===== config.mk =====
export PLATFORM = sky130hd
export DESIGN_NAME = mem_1_arbiter_flat
export DESIGN_NICKNAME = d
export VERILOG_FILES = /design/src/rtl/mem_1_arbiter_if.sv /design/src/rtl/mem_1_arbiter.sv /design/src/flat_wrapper.sv
export SDC_FILE = /design/constraint.sdc
export NUM_CORES = 1
export LEC_CHECK = 0
export ABC_AREA = 0
export ABC_CLOCK_PERIOD_IN_PS = 1770
export BUFFER_PORTS_ARGS = -buffer_cell sky130_fd_sc_hd__buf_4
export CAP_MARGIN = 20
export CORE_AREA = 2 2 95 97
export DETAILED_ROUTE_END_ITERATION = 8
export DIE_AREA = 0 0 97 99
export HOLD_SLACK_MARGIN = 0.06
export SETUP_SLACK_MARGIN = 0.2
export SYNTH_ARGS = -nofsm -noshare
export SYNTH_HDL_FRONTEND = slang
export SYNTH_SLANG_ARGS = --single-unit

===== constraint.sdc =====
create_clock -name clk -period 1.77 [get_ports clk]
set_input_delay 0.354 -clock clk [delete_from_list [all_inputs] [get_ports clk]]
set_output_delay 0.354 -clock clk [all_outputs]
set_load 0.05 [all_outputs]

===== src/rtl/mem_1_arbiter_if.sv =====
`default_nettype none
// ============================================================================
//  Module      : mem_1_arbiter_if
//  Description : Avalon-MM-style requester port used by each master of the
//                mem_1 arbiter (command, back-pressure and read return).
//  Revision    : 1.0 - initial release
// ============================================================================
interface mem_1_arbiter_if #(
    parameter int ADDR_W = 10,
    parameter int DATA_W = 32
);
    logic [ADDR_W-1:0]   address;
    logic                read;
    logic                write;
    logic [DATA_W-1:0]   writedata;
    logic [DATA_W/8-1:0] byteenable;
    logic                waitrequest;
    logic [DATA_W-1:0]   readdata;
    logic                readdatavalid;

    // Requester side: issues commands, receives back-pressure and read data
    modport master (
        output address, read, write, writedata, byteenable,
        input  waitrequest, readdata, readdatavalid
    );

    // Arbiter side: accepts commands, drives back-pressure and read data
    modport slave (
        input  address, read, write, writedata, byteenable,
        output waitrequest, readdata, readdatavalid
    );
endinterface
`default_nettype wire


===== src/rtl/mem_1_arbiter.sv =====
`default_nettype none
// ============================================================================
//  Module      : mem_1_arbiter
//  Description : Two-master round-robin arbiter and power-up zero-fill
//                initializer for the single-port on-chip memory mem_1.
//                Read data returns after a fixed latency, tagged with the
//                issuing master.
//  Revision    : 1.0 - initial release
// ============================================================================
module mem_1_arbiter #(
    parameter int ADDR_W         = 10,
    parameter int DATA_W         = 32,
    parameter int READ_LATENCY   = 1,
    parameter int CLEAR_ON_RESET = 1
) (
    input  wire                   clk,
    input  wire                   reset_n,
    mem_1_arbiter_if.slave        a,
    mem_1_arbiter_if.slave        b,
    output logic [ADDR_W-1:0]     mem_address,
    output logic                  mem_chipselect,
    output logic                  mem_write,
    output logic                  mem_clken,
    output logic [DATA_W-1:0]     mem_writedata,
    output logic [DATA_W/8-1:0]   mem_byteenable,
    input  wire  [DATA_W-1:0]     mem_readdata,
    output logic                  init_done
);

    localparam int                BE_W        = DATA_W / 8;
    localparam logic [ADDR_W-1:0] c_last_addr = '1;

    typedef enum logic [0:0] {
        ST_CLEAR = 1'b0,
        ST_READY = 1'b1
    } state_t;

    localparam state_t c_reset_state = (CLEAR_ON_RESET != 0) ? ST_CLEAR : ST_READY;

    state_t                  r_state;
    logic [ADDR_W-1:0]       r_clear_cnt;
    logic                    r_init_done;
    logic                    r_last_grant_b;   // 1 = B was granted most recently
    logic [READ_LATENCY-1:0] r_tag_valid;
    logic [READ_LATENCY-1:0] r_tag_owner_b;

    logic w_ready;
    logic w_req_a;
    logic w_req_b;
    logic w_grant_a;
    logic w_grant_b;
    logic w_rd_accept;

    assign w_ready = (r_state == ST_READY);
    assign w_req_a = a.read | a.write;
    assign w_req_b = b.read | b.write;

    // A lone requester always wins; on a tie the master not served last wins
    assign w_grant_a = w_ready & w_req_a & (~w_req_b |  r_last_grant_b);
    assign w_grant_b = w_ready & w_req_b & (~w_req_a | ~r_last_grant_b);

    assign w_rd_accept = (w_grant_a & a.read) | (w_grant_b & b.read);

    // Idle masters in READY see no back-pressure; during CLEAR everyone waits
    assign a.waitrequest = ~w_ready | (w_req_a & ~w_grant_a);
    assign b.waitrequest = ~w_ready | (w_req_b & ~w_grant_b);

    // The memory output register is shared; the valid strobe picks the owner
    assign a.readdata      = mem_readdata;
    assign b.readdata      = mem_readdata;
    assign a.readdatavalid = r_tag_valid[READ_LATENCY-1] & ~r_tag_owner_b[READ_LATENCY-1];
    assign b.readdatavalid = r_tag_valid[READ_LATENCY-1] &  r_tag_owner_b[READ_LATENCY-1];

    // Memory command mux: zero-fill writes during CLEAR, granted master otherwise
    always_comb begin
        mem_address    = r_clear_cnt;
        mem_chipselect = 1'b1;
        mem_write      = 1'b1;
        mem_writedata  = '0;
        mem_byteenable = '1;
        if (w_ready) begin
            mem_address    = w_grant_a ? a.address    : b.address;
            mem_writedata  = w_grant_a ? a.writedata  : b.writedata;
            mem_byteenable = w_grant_a ? a.byteenable : b.byteenable;
            mem_chipselect = w_grant_a | w_grant_b;
            mem_write      = (w_grant_a & a.write) | (w_grant_b & b.write);
        end
    end

    assign mem_clken = 1'b1;
    assign init_done = r_init_done;

    // Control FSM: zero-fill sequencing, init flag and round-robin history
    always_ff @(posedge clk or negedge reset_n) begin
        if (!reset_n) begin
            r_state        <= c_reset_state;
            r_clear_cnt    <= '0;
            r_init_done    <= (CLEAR_ON_RESET == 0);
            r_last_grant_b <= 1'b1;
        end else begin
            case (r_state)
                ST_CLEAR: begin
                    r_clear_cnt <= r_clear_cnt + ADDR_W'(1);
                    if (r_clear_cnt == c_last_addr) begin
                        r_state     <= ST_READY;
                        r_init_done <= 1'b1;
                    end
                end
                ST_READY: begin
                    if (w_grant_a) begin
                        r_last_grant_b <= 1'b0;
                    end else if (w_grant_b) begin
                        r_last_grant_b <= 1'b1;
                    end
                end
                default: begin
                    r_state <= c_reset_state;
                end
            endcase
        end
    end

    // Read tag pipeline matching the memory latency; reset discards tags in flight
    if (READ_LATENCY > 1) begin : g_tag_multi
        always_ff @(posedge clk or negedge reset_n) begin
            if (!reset_n) begin
                r_tag_valid   <= '0;
                r_tag_owner_b <= '0;
            end else begin
                r_tag_valid   <= {r_tag_valid[READ_LATENCY-2:0],   w_rd_accept};
                r_tag_owner_b <= {r_tag_owner_b[READ_LATENCY-2:0], w_grant_b};
            end
        end
    end else begin : g_tag_single
        always_ff @(posedge clk or negedge reset_n) begin
            if (!reset_n) begin
                r_tag_valid   <= '0;
                r_tag_owner_b <= '0;
            end else begin
                r_tag_valid   <= w_rd_accept;
                r_tag_owner_b <= w_grant_b;
            end
        end
    end

endmodule
`default_nettype wire


===== src/flat_wrapper.sv =====
// flat-port wrapper written by rule: the top's interface ports become plain ports
module mem_1_arbiter_flat 
#(
    parameter int ADDR_W         = 10,
    parameter int DATA_W         = 32,
    parameter int READ_LATENCY   = 1,
    parameter int CLEAR_ON_RESET = 1
)
  (clk, reset_n, mem_address, mem_chipselect, mem_write, mem_clken, mem_writedata, mem_byteenable, mem_readdata, init_done, a_address, a_read, a_write, a_writedata, a_byteenable, a_waitrequest, a_readdata, a_readdatavalid, b_address, b_read, b_write, b_writedata, b_byteenable, b_waitrequest, b_readdata, b_readdatavalid);
  mem_1_arbiter_if #(.ADDR_W(ADDR_W), .DATA_W(DATA_W)) a_i ();
  mem_1_arbiter_if #(.ADDR_W(ADDR_W), .DATA_W(DATA_W)) b_i ();
  input  wire clk;
  input  wire reset_n;
  output logic [ADDR_W-1:0] mem_address;
  output logic mem_chipselect;
  output logic mem_write;
  output logic mem_clken;
  output logic [DATA_W-1:0] mem_writedata;
  output logic [DATA_W/8-1:0] mem_byteenable;
  input  wire  [DATA_W-1:0] mem_readdata;
  output logic init_done;
  input wire logic [$bits(a_i.address)-1:0] a_address;
  input wire logic [$bits(a_i.read)-1:0] a_read;
  input wire logic [$bits(a_i.write)-1:0] a_write;
  input wire logic [$bits(a_i.writedata)-1:0] a_writedata;
  input wire logic [$bits(a_i.byteenable)-1:0] a_byteenable;
  output wire logic [$bits(a_i.waitrequest)-1:0] a_waitrequest;
  output wire logic [$bits(a_i.readdata)-1:0] a_readdata;
  output wire logic [$bits(a_i.readdatavalid)-1:0] a_readdatavalid;
  input wire logic [$bits(b_i.address)-1:0] b_address;
  input wire logic [$bits(b_i.read)-1:0] b_read;
  input wire logic [$bits(b_i.write)-1:0] b_write;
  input wire logic [$bits(b_i.writedata)-1:0] b_writedata;
  input wire logic [$bits(b_i.byteenable)-1:0] b_byteenable;
  output wire logic [$bits(b_i.waitrequest)-1:0] b_waitrequest;
  output wire logic [$bits(b_i.readdata)-1:0] b_readdata;
  output wire logic [$bits(b_i.readdatavalid)-1:0] b_readdatavalid;
  assign a_i.address = a_address;
  assign a_i.read = a_read;
  assign a_i.write = a_write;
  assign a_i.writedata = a_writedata;
  assign a_i.byteenable = a_byteenable;
  assign a_waitrequest = a_i.waitrequest;
  assign a_readdata = a_i.readdata;
  assign a_readdatavalid = a_i.readdatavalid;
  assign b_i.address = b_address;
  assign b_i.read = b_read;
  assign b_i.write = b_write;
  assign b_i.writedata = b_writedata;
  assign b_i.byteenable = b_byteenable;
  assign b_waitrequest = b_i.waitrequest;
  assign b_readdata = b_i.readdata;
  assign b_readdatavalid = b_i.readdatavalid;
  mem_1_arbiter #(.ADDR_W(ADDR_W), .DATA_W(DATA_W), .READ_LATENCY(READ_LATENCY), .CLEAR_ON_RESET(CLEAR_ON_RESET)) u_core (.clk(clk), .reset_n(reset_n), .a(a_i), .b(b_i), .mem_address(mem_address), .mem_chipselect(mem_chipselect), .mem_write(mem_write), .mem_clken(mem_clken), .mem_writedata(mem_writedata), .mem_byteenable(mem_byteenable), .mem_readdata(mem_readdata), .init_done(init_done));
endmodule

==> results.md, run 1 <==
* Req. time, crit path at 1.42 ns
* Tot Pwr at 1129 uW
* Max-cap violation count at 0
* DP Cell Count at about 500
* Crit-path max FO at 11
* Pint at between 700 and 800 uW
* Post-route setup slack at -0.2550 ns
* Leakage Power at 0.001772 uW
* Vias in the first global route at around 2800
* Total Nets Final at ~540
* Port bufs at 150
* Synth cell types at 36
* Fraction of layout cells with a size suffix above 1 at 76.64%
* Die H at 99 um
* Final Skew at 0.001092 ns
* Tightest Hold Check Type: reg -> reg
* Depth of the worst hold-timing path at 2
* Final wirelength at 9536 um
* Status: finished, violations left
* R2R setup slack at 0.30 ns
* Sink Count at 15
* Final instance area at 4579 sq um
* Reg area at between 300 and 400 sq um
* Initial DRC count at 58
* Max frequency at ~490 MHz
* Worst EP arrival at 1.67 ns
* Final antenna-violating net count at 0
* Clock root buffer: clkbuf_8
* Layout Cells excl Fill at approximately 520
* Vias post-DR at between 2000 and 3000
* Worst-Skew Late Latency at 0.25 ns
* Syn Area/Cell at 6.902 sq um
* Drt first pass iters at 4
* Switching power total at ~360 uW
* Pwr dens at 246.6 nW/um^2
* Total grt overflow at 0
* CP Launch Type: register
* Num rows at 34
* H-Tree Depth at 1
* Pin count of the biggest net entering global routing at 27
* Core ar. at 8551 sq um
* Critical Path Source: u_core.r_last_grant_b
* Failing checks: negative setup slack
* Number of vias per cell at around 5.0
* Final setup fails at 49
* Top-area cell type share of the netlist area at between 20 and 25%
* Sequential share of the synthesized area at 17.60%
* CTS tree: done
* Ports at 248
* Element type at the critical path end: output pin
* Max Transition Viols Final at 0
* Synth Instances at 310
* Clock buffer depth at 2
* Antenna cells at 0
* Hold path startpoint: u_core.init_done
* Top post-synthesis cells by area: buf_4, dfrtp_1, a21oi_1, nand3_1, o21ai_1
* Sw frac at 31.99%
* Wire per inst at approximately 18 um
* Slew HR at 61.53%
* Hold Violations, Final at 0
* Final Wtd Congestion at between 0.7 and 0.8
* Synthesized Nets at 441
* Area after DPL at 3517 sq um
* Worst Tran Pin Value at 0.5770 ns
* Cell area after synthesis at around 2100 sq um
* Final min period at 2.025 ns
* Power share of the sequential group at just over 30%
* Clock network fraction of design power at 25.1%
* DRC at 0
* Fin crit share at 114.4%
* Initial Util at 25.02%
* Worst vdd ir at 228.3 uV
* Yosys top cell by area: buf_4
* Overall Global Routing Usage at 18.98%
* Multi-input gate area at 2101 sq um
* Commonest non-fill, non-tap cell in the layout: buf_4
* Comb power frac at between 40% and 50%
* Synth warn at 0
* Die width at 97 um
* R2R cell count at 4
* Initial antenna violation count at 0
* Full die area at 9603 sq um
* CTS Buf Count at 3
* Layout fillers at just under 800
* Crit Path Category: reg -> out
* RSZ-0062 raised after global routing: yes
* Clock slew at reported path FFs at 0.06 ns
* P&R area growth vs syn at 114.0%
* Most frequent cells in the layout: buf_4, buf_6, a21oi_4, o21ai_4, nand3_1
* Worst r2r src: u_core.r_state
* First-pass GRT wire length at between 10000 and 15000 um
* Hpwl dp at 6728 um
* Post-synthesis register bit count at 15
-- cell families (layout without fill, tap and decap cells) --
| logic type | after synthesis | in the layout | share of synthesized area, % |
|---|---|---|---|
| compound gates | 111 | 111 | 27.78 |
| buf+inv | 98 | 199 | 32.57 |
| simple gates | 74 | 74 | 17.08 |
| flops | 15 | 15 | 17.60 |
| xor+xnor | 9 | 9 | 3.684 |
| fa+ha+maj | 1 | 1 | 0.5847 |
| other cells | 1 | 1 | 0.1753 |
| mux | 1 | 1 | 0.5263 |
-- flip-flops by register name, summed over array words and instances (netlist names) --
name                   flops
u_core.r_tag_valid         1
u_core.r_last_grant_b      1
u_core.r_state             1
u_core.r_clear_cnt        10
u_core.r_tag_owner_b       1
u_core.init_done           1
-- repair_timing --
action,in CTS,in global routing
setup endpoints to repair,50,50
gates resized for setup,147,29
gates cloned,3,2
setup buffers,7,4
hold endpoints to repair,14,0
pin swaps,7,14
hold buffers,1,0
-- power groups by stage --
stage | registers (uW) | clock network (uW) | logic [uW]
6_report | 343 | 283 | 503
3_5_place_dp | 349 | 0 | 369
4_1_cts | 343 | 294 | 479
5_1_grt | 343 | 304 | 534
3_3_place_gp | 349 | 0 | 365
2_1_floorplan | 349 | 0 | 533
-- final cells by class --
type                            instances  area share [%]
Sequential cell                        15           8.224
Timing Repair Buffer                  190           41.53
Tap cell                              108           2.951
Inverter                                5          0.4372
Multi-Input combinational cell        197           45.87
Clock buffer                            4          0.9836
-- metrics by stage --
stage,setup slack [ns],hold slack [ns],util (%),setup TNS [ns]
global placement,-0.1353,0.2186,41.13,-4.397
global route,-0.3031,0.4989,53.56,-12.72
detailed placement,-0.1497,0.2214,41.13,-5.449
CTS,-0.2438,0.4833,50.89,-9.517
floorplan,-0.007693,0.05841,-,-0.1434
finish,-0.2550,0.4825,53.56,-10.05
-- worst paths after layout --
kind / to
max in group asynchronous: u_core.r_last_grant_b
worst min register to register: u_core.init_done
worst min-delay path: u_core.init_done
min in group asynchronous: u_core.r_tag_valid
worst max-delay path: mem_writedata[20]
worst max register to register: u_core.r_clear_cnt[7]
-- worst max-delay path, cell delays in order (launching register included) --
cell	delay, ns
dfstp_2	0.55
o21ba_4	0.23
buf_12	0.18
o21ai_4	0.18
a21oi_4	0.08
buf_6	0.18
-- cells in the mapped netlist (all sizes together) --
| master | instances |
|---|---|
| o21ai | 50 |
| inv | 5 |
| and2 | 1 |
| a2bb2oi | 1 |
| o41ai | 1 |
| nand3 | 43 |
| o31ai | 2 |
| nand2 | 7 |
| conb | 1 |
| a21oi | 44 |
| ha | 1 |
| a31oi | 10 |
| or2 | 1 |
| mux2 | 1 |
| clkbuf | 8 |
| a22oi | 1 |
| and3 | 1 |
| o21ba | 1 |
| buf | 85 |
| dfrtp | 14 |
| nand4b | 1 |
| nor2 | 13 |
| xor2 | 4 |
| xnor2 | 5 |
| nor2b | 1 |
| dfstp | 1 |
| nand4 | 2 |
| nor3 | 3 |
| nor4 | 1 |
| o21bai | 1 |
-- layer usage --
layer,global-route usage [%],up-vias,share of wire [%],routed length [um]
li1,-,1227,-,-
met1,20.93,1260,36,3427
met2,36.49,105,56,5354
met3,3.759,19,6.2,595
met4,5.850,0,1.7,159
met5,0,-,0,0
No activity file was read; power rests on OpenSTA's default activity.
==> run 2, diff against run 1 <==
ABC_CLOCK_PERIOD_IN_PS = 1830   (was 1770)
CORE_AREA = 2 2 97 99   (was 2 2 95 97)
DIE_AREA = 0 0 99 101   (was 0 0 97 99)
RECOVER_POWER = 50   (was unset)
clock period = 1.83 ns   (was 1.77 ns; I/O delays follow)
==> results.md, run 2 (synthesized netlist as in run 1, its figures left out) <==
* Status: finished, violations left
* Failing checks: negative setup slack
* Worst EP arrival at 1.71 ns (+0.04 ns)
* Setup TNS at -8.889 ns (+1.166 ns)
* Final wirelength at 9285 um (-2.6%)
* Reg area at 376.6 sq um (unchanged)
* Pin count of the biggest net entering global routing at 31 (+15%)
* Sink Count at 15 (unchanged)
* Wire per inst at 17.79 um (-3.2%)
* Max Transition Viols Final at 0 (unchanged)
* RSZ-0062 raised after global routing: yes
* Reg with most FFs: u_core.r_clear_cnt
* Worst-Skew Late Latency at 0.25 ns (about the same)
* Final Skew at 0.003049 ns (+0.001958 ns)
* P&R area growth vs syn at 107.0%
* CP Launch Type: register
* Pint at 709.3 uW (-7.6%)
* Overall Global Routing Usage at 16.59% (-2.4 points)
* Port bufs at 150 (unchanged)
* Comb power frac at 42.2% (-2.3 points)
* Clock network fraction of design power at 25.9% (+0.8 points)
* Leakage Power at 0.001774 uW (about the same)
* Hold path startpoint: a_read
* Initial Util at 23.83% (-1.2 points)
* Max-cap violation count at 0 (unchanged)
* Hpwl dp at 6482 um (-3.7%)
* H-Tree Depth at 1 (unchanged)
* Vias post-DR at 2606 (-0.19%)
* DRC at 0 (unchanged)
* Die width at 99 um (+2.1%)
* First-pass GRT wire length at 13430 um (-9.9%)
* Finished Core Util at 49.32% (-4.2 points)
* CTS tree: done
* CTS Buf Count at 3 (unchanged)
* Switching power total at 331.7 uW (-8.2%)
* Initial DRC count at 35 (-40%)
* Vias in the first global route at 2660 (-4.7%)
* Clock buffer depth at 2 (unchanged)
* Reg2reg end: u_core.r_clear_cnt[7]
* Num rows at 35 (+2.9%)
* Post-route setup slack at -0.2411 ns (+0.01384 ns)
* Worst r2r src: u_core.r_state
* Worst vdd ir at 235.8 uV (+3.3%)
* Most frequent cells in the layout: buf_4, buf_6, a21oi_4, o21ai_2, nand3_2
* Pwr dens at 235.1 nW/um^2 (-4.7%)
* Crit-path max FO at 11 (unchanged)
* Die H at 101 um (+2.0%)
* Number of vias per cell at 4.992 (-0.77%)
* Power share of the sequential group at 31.9% (+1.5 points)
* Max FFs per register at 10 (unchanged)
* Core ar. at 8977 sq um (+5.0%)
* Full die area at 9999 sq um (+4.1%)
* Drt first pass iters at 4 (unchanged)
* Tot Pwr at 1041 uW (-7.8%)
* Req. time, crit path at 1.46 ns (+0.04 ns)
* Ports at 248 (unchanged)
* Fraction of layout cells with a size suffix above 1 at 76.16% (-0.49 points)
* Fin crit share at 113.2%
* Layout fillers at 816 (+3.3%)
* Initial antenna violation count at 0 (unchanged)
* Element type at the critical path end: output pin
* R2R cell count at 4 (unchanged)
* R2R setup slack at 0.37 ns (+0.07 ns)
* Antenna cells at 0 (unchanged)
* Max frequency at 482.8 MHz
* Tightest Hold Check Type: in -> reg
* Total grt overflow at 0 (unchanged)
* Final antenna-violating net count at 0 (unchanged)
* Slew HR at 43.19% (-18 points)
* Final min period at 2.071 ns
* Sw frac at 31.86% (-0.13 points)
* Depth of the worst hold-timing path at 3 (+1)
* Final setup fails at 49 (unchanged)
* Worst Tran Pin Value at 0.8522 ns (+0.2751 ns)
* Total Nets Final at 543 (unchanged)
* Multi-input gate area at 2032 sq um (-3.3%)
* Hold Violations, Final at 0 (unchanged)
* Clock root buffer: clkbuf_8
* Final Wtd Congestion at 0.8136 (+5.1%)
* Commonest non-fill, non-tap cell in the layout: buf_4
* Hold endpoint: u_core.r_tag_valid
* Crit Path Category: reg -> out
* Clock slew at reported path FFs at 0.06 ns (about the same)
==> run 2: cell count changes in the layout (fill, tap and decap cells not counted), moves of 4 or more <==
cell,delta
buf_4,+4
o21ai_4,-18
nand3_4,+8
o21ai_2,+7
nand3_1,-13
o21ai_1,+10
nand3_2,+5
==> run 2: worst max path at each step <==
stage / start / to / cells past startpoint
finish: u_core.r_last_grant_b / mem_writedata[4] / 5
global route: u_core.r_last_grant_b / mem_address[6] / 5
CTS: u_core.r_last_grant_b / mem_writedata[25] / 5
detailed placement: a_read / mem_writedata[0] / 6
global placement: a_write / mem_byteenable[0] / 6
floorplan: u_core.r_last_grant_b / mem_writedata[14] / 5
==> run 2: repair_timing <==
item                                   CTS  global route
pin swaps                                3             4
hold buffers                             1             0
gates resized for setup                 94            42
endpoints found under the hold margin   14             0
setup endpoints to repair               50            50
setup buffers                            4             2
cloned                                   0             3
==> run 2: cell type report <==
type                       instances  share of cell area, %
sequential                        15                  8.505
clock buffer                       3                 0.9325
timing repair buffer             190                  40.97
clock inverter                     1                 0.1130
inverter                           5                 0.4521
multi-input combinational        197                  45.89
tap                              111                  3.136
==> run 2: power by group through the flow <==
stage	Clock, uW	Sequential (uW)	Combinational (uW)
after detailed placement	0	338	387
final	270	332	439
after CTS	274	332	420
after global routing	291	331	467
after global placement	0	338	380
after floorplan	0	338	534
==> run 2: per-layer routing <==
metal	vias up	part of all wire [%]	global-route usage (%)
met2	110	54	31.65
met4	0	2.1	5.269
met5	-	0	0
met1	1244	38	19.26
li1	1233	-	-
met3	19	5.9	1.803
==> run 2: per-stage QoR <==
stage | worst slack [ns] | instance area (sq um) | hold slack (ns) | cells
2_1_floorplan | 0.01218 | 2801 | 0.07041 | 310
6_report | -0.2411 | 4428 | 0.4032 | 522
3_3_place_gp | -0.1186 | 3694 | 0.2305 | 508
4_1_cts | -0.2359 | 4146 | 0.4110 | 517
3_5_place_dp | -0.1468 | 3694 | 0.2353 | 508
5_1_grt | -0.2868 | 4428 | 0.4433 | 522
==> run 2: worst max-delay path: stages, from the launching register on <==
cell       delay [ns]
dfstp_2          0.55
o21bai_4         0.20
clkbuf_16        0.25
nand3_1          0.13
a21oi_4          0.16
buf_6            0.17
==> run 3, diff against run 2 <==
GPL_TIMING_DRIVEN = 0   (was unset)
==> results.md, run 3 (synthesized netlist as in run 1, its figures left out) <==
* Status: finished, violations left
* Failing checks: negative setup slack
* Die width at 99 um (unchanged)
* Top sig layer: met4
* RSZ-0062 raised after global routing: yes
* Critical path's slowest cell: dfstp_2
* CTS tree: done
* Pin count of the biggest net entering global routing at 16 (-48%)
* Worst path depth at 6 (+1)
* Worst-Skew Late Latency at 0.25 ns (about the same)
* Core ar. at 8977 sq um (unchanged)
* Initial DRC count at 67 (+91%)
* Final instance area at 5817 sq um (+31%)
* Clock slew at reported path FFs at 0.05 ns (about the same)
* Worst EP arrival at 1.68 ns (-0.03 ns)
* Reg area at 376.6 sq um (unchanged)
* Tightest Hold Check Type: in -> reg
* Full die area at 9999 sq um (unchanged)
* Crit-path max FO at 7 (-4)
* Die H at 101 um (unchanged)
* Max-cap violation count at 0 (unchanged)
* Max incr delay on CP at 0.55 ns (about the same)
* Number of vias per cell at 4.735 (-5.2%)
* Reg with most FFs: u_core.r_clear_cnt
* Final Wtd Congestion at 0.8455 (+3.9%)
* Final min period at 2.051 ns (-0.02056 ns)
* Final wirelength at 11500 um (+24%)
* Final Skew at 0.004340 ns (+0.001291 ns)
* Hpwl dp at 8310 um (+28%)
* Buf/Inv on CP at 3 (+1)
* Area after DPL at 4547 sq um (+23%)
* Num rows at 35 (unchanged)
* Commonest non-fill, non-tap cell in the layout: buf_4
* Layout Cells excl Fill at 653 (+25%)
* Worst Tran Pin Value at 0.8302 ns (-0.02196 ns)
* Depth of the worst hold-timing path at 3 (unchanged)
* Drt first pass iters at 4 (unchanged)
* R2R cell count at 4 (unchanged)
* P&R area growth vs syn at 171.9%
* Hold Violations, Final at 0 (unchanged)
* H-Tree Depth at 1 (unchanged)
* Leakage Power at 0.002405 uW (+36%)
* Worst vdd ir at 269.3 uV (+14%)
* Clock root buffer: clkbuf_8
* CP Launch Type: register
* Max Transition Viols Final at 0 (unchanged)
* DR WL met2 at 6415 um (+28%)
* DP Cell Count at 635 (+25%)
* Max frequency at 487.7 MHz (+1.0%)
* Multi-input gate area at 2400 sq um (+18%)
* Req. time, crit path at 1.46 ns (about the same)
* Fraction of layout cells with a size suffix above 1 at 78.97% (+2.8 points)
* Total Nets Final at 674 (+24%)
* Fin crit share at 112.1% (-1.1 points)
* Sink Count at 15 (unchanged)
* Most frequent cells in the layout: buf_4, buf_6, o21ai_4, a21oi_4, clkbuf_1
* Crit path cell chain: o21bai_4 -> buf_12 -> buf_12 -> a31oi_4 -> a21oi_4 -> buf_6
* M1 wire length at 4218 um (+19%)
* Overall Global Routing Usage at 20.29% (+3.7 points)
* Slew HR at 44.65% (+1.5 points)
* Total grt overflow at 0 (unchanged)
* Post-route setup slack at -0.2206 ns (+0.02056 ns)
* Wire per inst at 17.62 um (-0.97%)
* CTS Buf Count at 3 (unchanged)
* Ports at 248 (unchanged)
* Initial Util at 23.83% (unchanged)
* Element type at the critical path end: output pin
* Crit path max-delay family: flip-flops
* Vias in the first global route at 3062 (+15%)
* First-pass GRT wire length at 16310 um (+21%)
* Metal3 WL at 672 um (+24%)
* Most frequent CP cell: buf_12
* Final antenna-violating net count at 0 (unchanged)
* DRC at 0 (unchanged)
* Layout fillers at 729 (-11%)
* Antenna cells at 0 (unchanged)
* Port bufs at 214 (+43%)
* Pwr dens at 264.8 nW/um^2 (+13%)
* Clock buffer depth at 2 (unchanged)
* Final setup fails at 47 (-4.1%)
* Crit Path Category: reg -> out
* Vias post-DR at 3092 (+19%)
* Max FFs per register at 10 (unchanged)
* Initial antenna violation count at 0 (unchanged)
-- run 3: metal layers --
layer / GRT usage [%] / vias to the layer above
met1: 23.60 / 1454
met2: 38.67 / 135
met3: 2.982 / 15
li1: - / 1488
met5: 0 / -
met4: 5.163 / 0
-- run 3: report_power, final --
part           switching (uW)  internal, uW  total, uW  leakage, uW
clock                     109           154        263    0.0000228
combinational             555           390        945      0.00219
sequential                  0           332        332     0.000192
-- run 3: timing repair --
item	in CTS	in global routing
endpoints found under the setup margin	50	50
hold buffers	1	0
buffers inserted	4	1
hold endpoints to repair	14	0
gates cloned	4	4
pin swaps	43	30
resized for setup	204	44
-- run 3: stage by stage --
step / setup TNS (ns) / hold slack, ns / power (uW) / setup WS, ns / util, %
6_report: -8.910 / 0.4344 / 1540 / -0.2206 / 64.79
5_1_grt: -10.66 / 0.4536 / 1603 / -0.2646 / 64.79
4_1_cts: -8.608 / 0.4261 / 1557 / -0.2168 / 62.79
3_5_place_dp: -6.368 / 0.2315 / 1181 / -0.3183 / 50.65
3_3_place_gp: -5.441 / 0.2288 / 1171 / -0.2844 / 50.65
2_1_floorplan: 0 / 0.07041 / 871.7 / 0.01218 / -
-- run 3: final timing paths --
| kind | from | end | slack [ns] |
|---|---|---|---|
| max in group asynchronous | reset_n | u_core.r_tag_owner_b | 0.58 |
| hold / removal | a_read | u_core.r_tag_valid | 0.43 |
| setup / recovery | u_core.r_last_grant_b | mem_address[9] | -0.22 |
| hold reg to reg | u_core.init_done | u_core.init_done | 0.49 |
| min in group asynchronous | reset_n | u_core.r_clear_cnt[3] | 0.73 |
| setup reg to reg | u_core.r_state | u_core.r_clear_cnt[7] | 0.45 |
-- run 3: worst register-to-register path, stage by stage (launching register included) --
cell and delay [ns]:
dfrtp_1 0.36, clkbuf_4 0.17, nand4b_1 0.34, nor3_1 0.26, xor2_1 0.16
-- run 3: area by class of cell --
cell class | count | share of cell area (%)
Clock buffer | 4 | 0.7744
Buffer | 93 | 15.27
Sequential cell | 15 | 6.475
Timing Repair Buffer | 228 | 33.51
Tap cell | 111 | 2.388
Inverter | 5 | 0.3226
Multi-Input combinational cell | 197 | 41.26
